### config.mk
export PLATFORM = sky130hd
export DESIGN_NAME = forwarding_logic_flat
export DESIGN_NICKNAME = d
export VERILOG_FILES = /design/src/rtl/forwarding_if.sv /design/src/rtl/forwarding_logic.sv /design/src/flat_wrapper.sv
export SDC_FILE = /design/constraint.sdc
export NUM_CORES = 1
export LEC_CHECK = 0
export BUFFER_PORTS_ARGS = -buffer_cell sky130_fd_sc_hd__buf_2
export CORE_MARGIN = 2
export CORE_UTILIZATION = 45
export DETAILED_ROUTE_END_ITERATION = 7
export PLACE_DENSITY = 0.77
export RECOVER_POWER = 50
export SLEW_MARGIN = 15
export SYNTH_ARGS = -nofsm -noshare
export SYNTH_HDL_FRONTEND = slang
export SYNTH_SLANG_ARGS = --single-unit
### constraint.sdc
create_clock -name clk -period 1.7 [get_ports clk]
set_input_delay 0.34 -clock clk [delete_from_list [all_inputs] [get_ports clk]]
set_output_delay 0.34 -clock clk [all_outputs]
set_load 0.005 [all_outputs]
### src/rtl/forwarding_if.sv
// Hazard-unit bus: operand source addresses/read strobes and the destination
// addresses/write strobes of the three downstream stages. It also carries the
// bypass-mux selects and the freeze request back to the pipeline.
//   master : pipeline side (drives addresses/strobes, receives selects/freeze)
//   slave  : forwarding unit side
// Parameter AW : register-address width.
interface forwarding_if #(
    parameter int AW = 4
);
    logic [AW-1:0] in_add1, in_add2, in_add3, in_add4;
    logic          rd1, rd2, rd3, rd4;
    logic [AW-1:0] match_add1, match_add2, match_add3;
    logic          wr1, wr2, wr3;
    logic          load;
    logic [1:0]    mux_sel1, mux_sel2, mux_sel3, mux_sel4;
    logic          freeze;

    modport master (
        output in_add1, in_add2, in_add3, in_add4,
        output rd1, rd2, rd3, rd4,
        output match_add1, match_add2, match_add3,
        output wr1, wr2, wr3, load,
        input  mux_sel1, mux_sel2, mux_sel3, mux_sel4, freeze
    );

    modport slave (
        input  in_add1, in_add2, in_add3, in_add4,
        input  rd1, rd2, rd3, rd4,
        input  match_add1, match_add2, match_add3,
        input  wr1, wr2, wr3, load,
        output mux_sel1, mux_sel2, mux_sel3, mux_sel4, freeze
    );
endinterface

### src/rtl/forwarding_logic.sv
// Data-hazard unit beside the ID/EX boundary. Each of four operand source
// addresses is compared against the destinations of stage 1 (EX), 2 (MEM) and
// 3 (WB). The result is a per-operand bypass select (00 regfile, 01 stage1,
// 10 stage2, 11 stage3, nearest stage wins) and a load-use freeze request.
// Selects and freeze are purely combinational. A saturating freeze counter is
// kept for debug.
// Ports:
//   clk, rst_n  : system clock, asynchronous active-low reset
//   fwd         : forwarding_if.slave (addresses, strobes, selects, freeze)
//   freeze_cnt  : cycles with freeze=1 since reset, saturating
//   fwd_cnt     : (only with FWD_PERF_EN) cycles with any non-regfile select,
//                 saturating
// Optional feature macro: FWD_PERF_EN
module forwarding_logic #(
    parameter int AW      = 4,
    parameter int CNT_W   = 16,
    parameter int PC_ADDR = 15
) (
    input  logic             clk,
    input  logic             rst_n,
    forwarding_if.slave      fwd,
`ifdef FWD_PERF_EN
    output logic [CNT_W-1:0] fwd_cnt,
`endif
    output logic [CNT_W-1:0] freeze_cnt
);

    localparam logic [AW-1:0] PC_A = AW'(PC_ADDR);

    logic [AW-1:0] src [4];
    logic [AW-1:0] dst [3];
    logic [3:0]    rd;
    logic [2:0]    wr;
    logic [1:0]    sel [4];
    logic [3:0]    hit1;
    logic          freeze_c;
    logic          any_fwd;

    logic [CNT_W-1:0] freeze_cnt_q, freeze_cnt_d;

    always_comb begin
        src[0] = fwd.in_add1;
        src[1] = fwd.in_add2;
        src[2] = fwd.in_add3;
        src[3] = fwd.in_add4;
        dst[0] = fwd.match_add1;
        dst[1] = fwd.match_add2;
        dst[2] = fwd.match_add3;
        rd     = {fwd.rd4, fwd.rd3, fwd.rd2, fwd.rd1};
        wr     = {fwd.wr3, fwd.wr2, fwd.wr1};
        hit1   = '0;
        for (int n = 0; n < 4; n++) begin
            sel[n] = 2'b00;
            // Reset gates every select; PC reads never bypass.
            if (rst_n && rd[n] && (src[n] != PC_A)) begin
                if (wr[0] && (src[n] == dst[0])) begin
                    sel[n]  = 2'b01;
                    hit1[n] = 1'b1;
                end else if (wr[1] && (src[n] == dst[1])) begin
                    sel[n] = 2'b10;
                end else if (wr[2] && (src[n] == dst[2])) begin
                    sel[n] = 2'b11;
                end
            end
        end
        // A stage-1 load result is not available yet, so any consumer must wait.
        freeze_c = rst_n && fwd.load && (|hit1);
        any_fwd  = (sel[0] != 2'b00) || (sel[1] != 2'b00) ||
                   (sel[2] != 2'b00) || (sel[3] != 2'b00);
    end

    assign fwd.mux_sel1 = sel[0];
    assign fwd.mux_sel2 = sel[1];
    assign fwd.mux_sel3 = sel[2];
    assign fwd.mux_sel4 = sel[3];
    assign fwd.freeze   = freeze_c;

    always_comb begin
        freeze_cnt_d = freeze_cnt_q;
        if (freeze_c && (freeze_cnt_q != '1)) begin
            freeze_cnt_d = freeze_cnt_q + CNT_W'(1);
        end
    end

    always_ff @(posedge clk or negedge rst_n) begin
        if (!rst_n) begin
            freeze_cnt_q <= '0;
        end else begin
            freeze_cnt_q <= freeze_cnt_d;
        end
    end

    assign freeze_cnt = freeze_cnt_q;

`ifdef FWD_PERF_EN
    logic [CNT_W-1:0] fwd_cnt_q, fwd_cnt_d;

    always_comb begin
        fwd_cnt_d = fwd_cnt_q;
        if (any_fwd && (fwd_cnt_q != '1)) begin
            fwd_cnt_d = fwd_cnt_q + CNT_W'(1);
        end
    end

    always_ff @(posedge clk or negedge rst_n) begin
        if (!rst_n) begin
            fwd_cnt_q <= '0;
        end else begin
            fwd_cnt_q <= fwd_cnt_d;
        end
    end

    assign fwd_cnt = fwd_cnt_q;
`else
    logic unused_any_fwd;
    assign unused_any_fwd = any_fwd;
`endif

endmodule

### src/flat_wrapper.sv
// flat-port wrapper written by rule: the top's interface ports become plain ports
module forwarding_logic_flat 
#(
    parameter int AW      = 4,
    parameter int CNT_W   = 16,
    parameter int PC_ADDR = 15
)
  (clk, rst_n, freeze_cnt, fwd_in_add1, fwd_in_add2, fwd_in_add3, fwd_in_add4, fwd_rd1, fwd_rd2, fwd_rd3, fwd_rd4, fwd_match_add1, fwd_match_add2, fwd_match_add3, fwd_wr1, fwd_wr2, fwd_wr3, fwd_load, fwd_mux_sel1, fwd_mux_sel2, fwd_mux_sel3, fwd_mux_sel4, fwd_freeze);
  forwarding_if #(.AW(AW)) fwd_i ();
  input  logic clk;
  input  logic rst_n;
  output logic [CNT_W-1:0] freeze_cnt;
  input wire logic [$bits(fwd_i.in_add1)-1:0] fwd_in_add1;
  input wire logic [$bits(fwd_i.in_add2)-1:0] fwd_in_add2;
  input wire logic [$bits(fwd_i.in_add3)-1:0] fwd_in_add3;
  input wire logic [$bits(fwd_i.in_add4)-1:0] fwd_in_add4;
  input wire logic [$bits(fwd_i.rd1)-1:0] fwd_rd1;
  input wire logic [$bits(fwd_i.rd2)-1:0] fwd_rd2;
  input wire logic [$bits(fwd_i.rd3)-1:0] fwd_rd3;
  input wire logic [$bits(fwd_i.rd4)-1:0] fwd_rd4;
  input wire logic [$bits(fwd_i.match_add1)-1:0] fwd_match_add1;
  input wire logic [$bits(fwd_i.match_add2)-1:0] fwd_match_add2;
  input wire logic [$bits(fwd_i.match_add3)-1:0] fwd_match_add3;
  input wire logic [$bits(fwd_i.wr1)-1:0] fwd_wr1;
  input wire logic [$bits(fwd_i.wr2)-1:0] fwd_wr2;
  input wire logic [$bits(fwd_i.wr3)-1:0] fwd_wr3;
  input wire logic [$bits(fwd_i.load)-1:0] fwd_load;
  output wire logic [$bits(fwd_i.mux_sel1)-1:0] fwd_mux_sel1;
  output wire logic [$bits(fwd_i.mux_sel2)-1:0] fwd_mux_sel2;
  output wire logic [$bits(fwd_i.mux_sel3)-1:0] fwd_mux_sel3;
  output wire logic [$bits(fwd_i.mux_sel4)-1:0] fwd_mux_sel4;
  output wire logic [$bits(fwd_i.freeze)-1:0] fwd_freeze;
  assign fwd_i.in_add1 = fwd_in_add1;
  assign fwd_i.in_add2 = fwd_in_add2;
  assign fwd_i.in_add3 = fwd_in_add3;
  assign fwd_i.in_add4 = fwd_in_add4;
  assign fwd_i.rd1 = fwd_rd1;
  assign fwd_i.rd2 = fwd_rd2;
  assign fwd_i.rd3 = fwd_rd3;
  assign fwd_i.rd4 = fwd_rd4;
  assign fwd_i.match_add1 = fwd_match_add1;
  assign fwd_i.match_add2 = fwd_match_add2;
  assign fwd_i.match_add3 = fwd_match_add3;
  assign fwd_i.wr1 = fwd_wr1;
  assign fwd_i.wr2 = fwd_wr2;
  assign fwd_i.wr3 = fwd_wr3;
  assign fwd_i.load = fwd_load;
  assign fwd_mux_sel1 = fwd_i.mux_sel1;
  assign fwd_mux_sel2 = fwd_i.mux_sel2;
  assign fwd_mux_sel3 = fwd_i.mux_sel3;
  assign fwd_mux_sel4 = fwd_i.mux_sel4;
  assign fwd_freeze = fwd_i.freeze;
  forwarding_logic #(.AW(AW), .CNT_W(CNT_W), .PC_ADDR(PC_ADDR)) u_core (.clk(clk), .rst_n(rst_n), .fwd(fwd_i), .freeze_cnt(freeze_cnt));
endmodule
==> run metrics <==
status finished, violations left; failing checks setup timing; Final ANT Viol Nets 0; Area Growth Syn to Fin 86.4%; layout cells sized above 1 a little over three fifths; first-pass GRT wire length about 9300 um; initial antenna violation count 0; clock skew between 1.5 and 2 ps; Overflow after GRT 0; post-layout min period between 1500 and 2000 ps; final hold violations 0; clock buffer depth 2; Die W 64.6 um; Port Buf Inserts 62; Syn Nets about 230; CP required 1360 ps; fin cells approximately 360; via/cell ratio between 5 and 6; largest net degree at the start of global routing 19; ys flop type dfrtp_1; core area around 3600 um2; commonest non-fill, non-tap cell in the layout buf_2; P_leak between 1 and 1.5 nW; drc violations 0; Die Ht around 65 um; 1st-pass router iterations 4; number of flip-flops in the largest register 16; Worst Path Max Fanout 4; CTS buffer count 3; ys async rst share between 90% and 100%; Post-synth EDFFs 0; die area 4170 um2; startpoint types input pin; sequential share of power between 20 and 30%; DR iter-0 viols 150; VDD IR max roughly 0.26 mV; Pint around 900 uW; diode count 0; Synth Area per Inst roughly 8.6 um2; fin crit share 113%; vias in the first global route just over 2k; combinational fraction of design power 46.0%; worst hold slack between 150 and 200 ps; GRT Util Overall between 20 and 30%; fmax between 0.5 and 0.6 GHz; Unique masters post-synth 29; Detailed Route WL 7290 um; switching pwr roughly 470 uW; depth of the CTS H-tree 1; final worst slack -223 ps; wire per inst between 20 and 25 um; Net Sw Frac between 30% and 40%; CTS root buf clkbuf_8; cell count after synthesis ~190; Clock transition at path regs roughly 60 ps; worst setup path class input pin to output port; worst r2r path cells 5; top cell type's share of synthesized area between 20% and 30%; Worst EP arrival roughly 1600 ps; dpl cell area between 2000 and 2500 um2; sequential share of the synthesized area 24.2%; flops & latches, synth 16; Nets roughly 350; CTS tree yes; max-slew headroom at the worst pin between 70% and 80%; Hold Path Class input pin to async pin; dpl hpwl slightly above 4000 um; Via Count 2093; Power Density 451 nW/um2; most frequent cells in the layout buf_2, buf_4, xor2_1; unrepaired setup endpoints after global routing yes; # setup viols final 21; Critical Path End Type output port; worst r2r src u_core.freeze_cnt[0]; dpl cells about 340; Final Cell Area 3080 um2; Final Max Slew Viols 0; reg-to-reg slack, setup -100 ps; RePlAce Congestion 0.877; Clk pwr share 24.4%; most area-consuming cells after synthesis dfrtp_1, xor2_1, xnor2_1; clock sink count 16; site row count 22; Max Cap Viol 0; Post-Syn Area roughly 1700 um2; Reg-to-Reg End u_core.freeze_cnt[12]; Initial Util a little under half; Synth Warn # 0; cell type with the largest total area after synthesis dfrtp_1; # IOs between 60 and 70; worst slew pin tran ~300 ps; Clk Latency, worst-skew pair between 200 and 300 ps
==> cell type report <==
cell class / count / area [um2]
tap: 48 / 60.1
fill: 176 / 524
inverter: 2 / 7.51
timing repair buffer: 118 / 925
sequential: 16 / 400
clock buffer: 4 / 55.1
multi-input combinational: 169 / 1630
==> critical path: stages <==
cell	delay, ps
buf_6	130
xnor2_2	180
nand2_2	90
nor4_4	340
a31oi_1	90
nor3_1	240
buf_2	170
==> worst max-delay path by stage <==
stage | slack [ps] | from | cells after the start | to
4_1_cts | -150 | fwd_match_add1[1] | 8 | fwd_freeze
3_5_place_dp | -320 | fwd_match_add1[1] | 8 | u_core.freeze_cnt[1]
2_1_floorplan | -120 | fwd_match_add1[3] | 6 | u_core.freeze_cnt[12]
6_report | -220 | fwd_match_add3[1] | 7 | fwd_mux_sel1[1]
3_3_place_gp | -270 | fwd_match_add1[1] | 8 | u_core.freeze_cnt[1]
5_1_grt | -300 | fwd_match_add3[1] | 7 | fwd_mux_sel1[1]
==> power groups by stage <==
stage	clock network (mW)	logic (mW)	registers, mW
6_report	0.340	0.639	0.412
5_1_grt	0.353	0.666	0.412
4_1_cts	0.338	0.513	0.411
3_5_place_dp	0	0.443	0.418
3_3_place_gp	0	0.437	0.416
2_1_floorplan	0	0.193	0.430
==> synthesized netlist by cell type (3+ instances only) <==
master     n
a21oi_1    4
a31oi_1    4
and3_1     3
clkbuf_1   4
dfrtp_1   16
nand2_1   14
nand2b_1   3
nand3_1   20
nand4_1    7
nor2_1    14
nor3_1    11
nor3_2    10
nor4_1     5
xnor2_1   20
xor2_1    38
==> cells by family after synthesis <==
| kind of cell | synth area share, % |
|---|---|
| muxes | 2.27 |
| AOI/OAI and AO/OA | 4.24 |
| xor gates and xnor gates | 30.7 |
| DFF | 24.2 |
| buffers and inverters | 2.35 |
| and+or+nand+nor | 35.4 |
| adders and majority gates | 0.757 |
==> metal layers <==
layer	global-route usage [%]	up-vias	wire length, um	part of all wire, %
li1	-	905	-	-
met1	33.7	991	2410	33
met2	54.6	156	3920	54
met3	1.56	41	495	6.8
met4	13.0	0	464	6.4
met5	0	-	0	0
==> per-stage QoR <==
stage	utilization [%]	power, mW	setup WS (ps)	TNS [ps]
after CTS	76.5	1.26	-155	-1040
after floorplan	-	0.623	-119	-586
after global placement	66.7	0.852	-265	-3870
after global routing	85.5	1.43	-296	-3210
final	85.5	1.39	-223	-1750
after detailed placement	66.7	0.860	-321	-4570
==> timing repair <==
action | in CTS | in global routing
gates resized for setup | 63 | 56
pin swaps | 26 | 26
hold endpoints to repair | 0 | 0
setup endpoints to repair | 20 | 25
hold buffers | 0 | 0
buffers inserted | 3 | 7
Note: power is estimated with default switching activity, not from simulation.
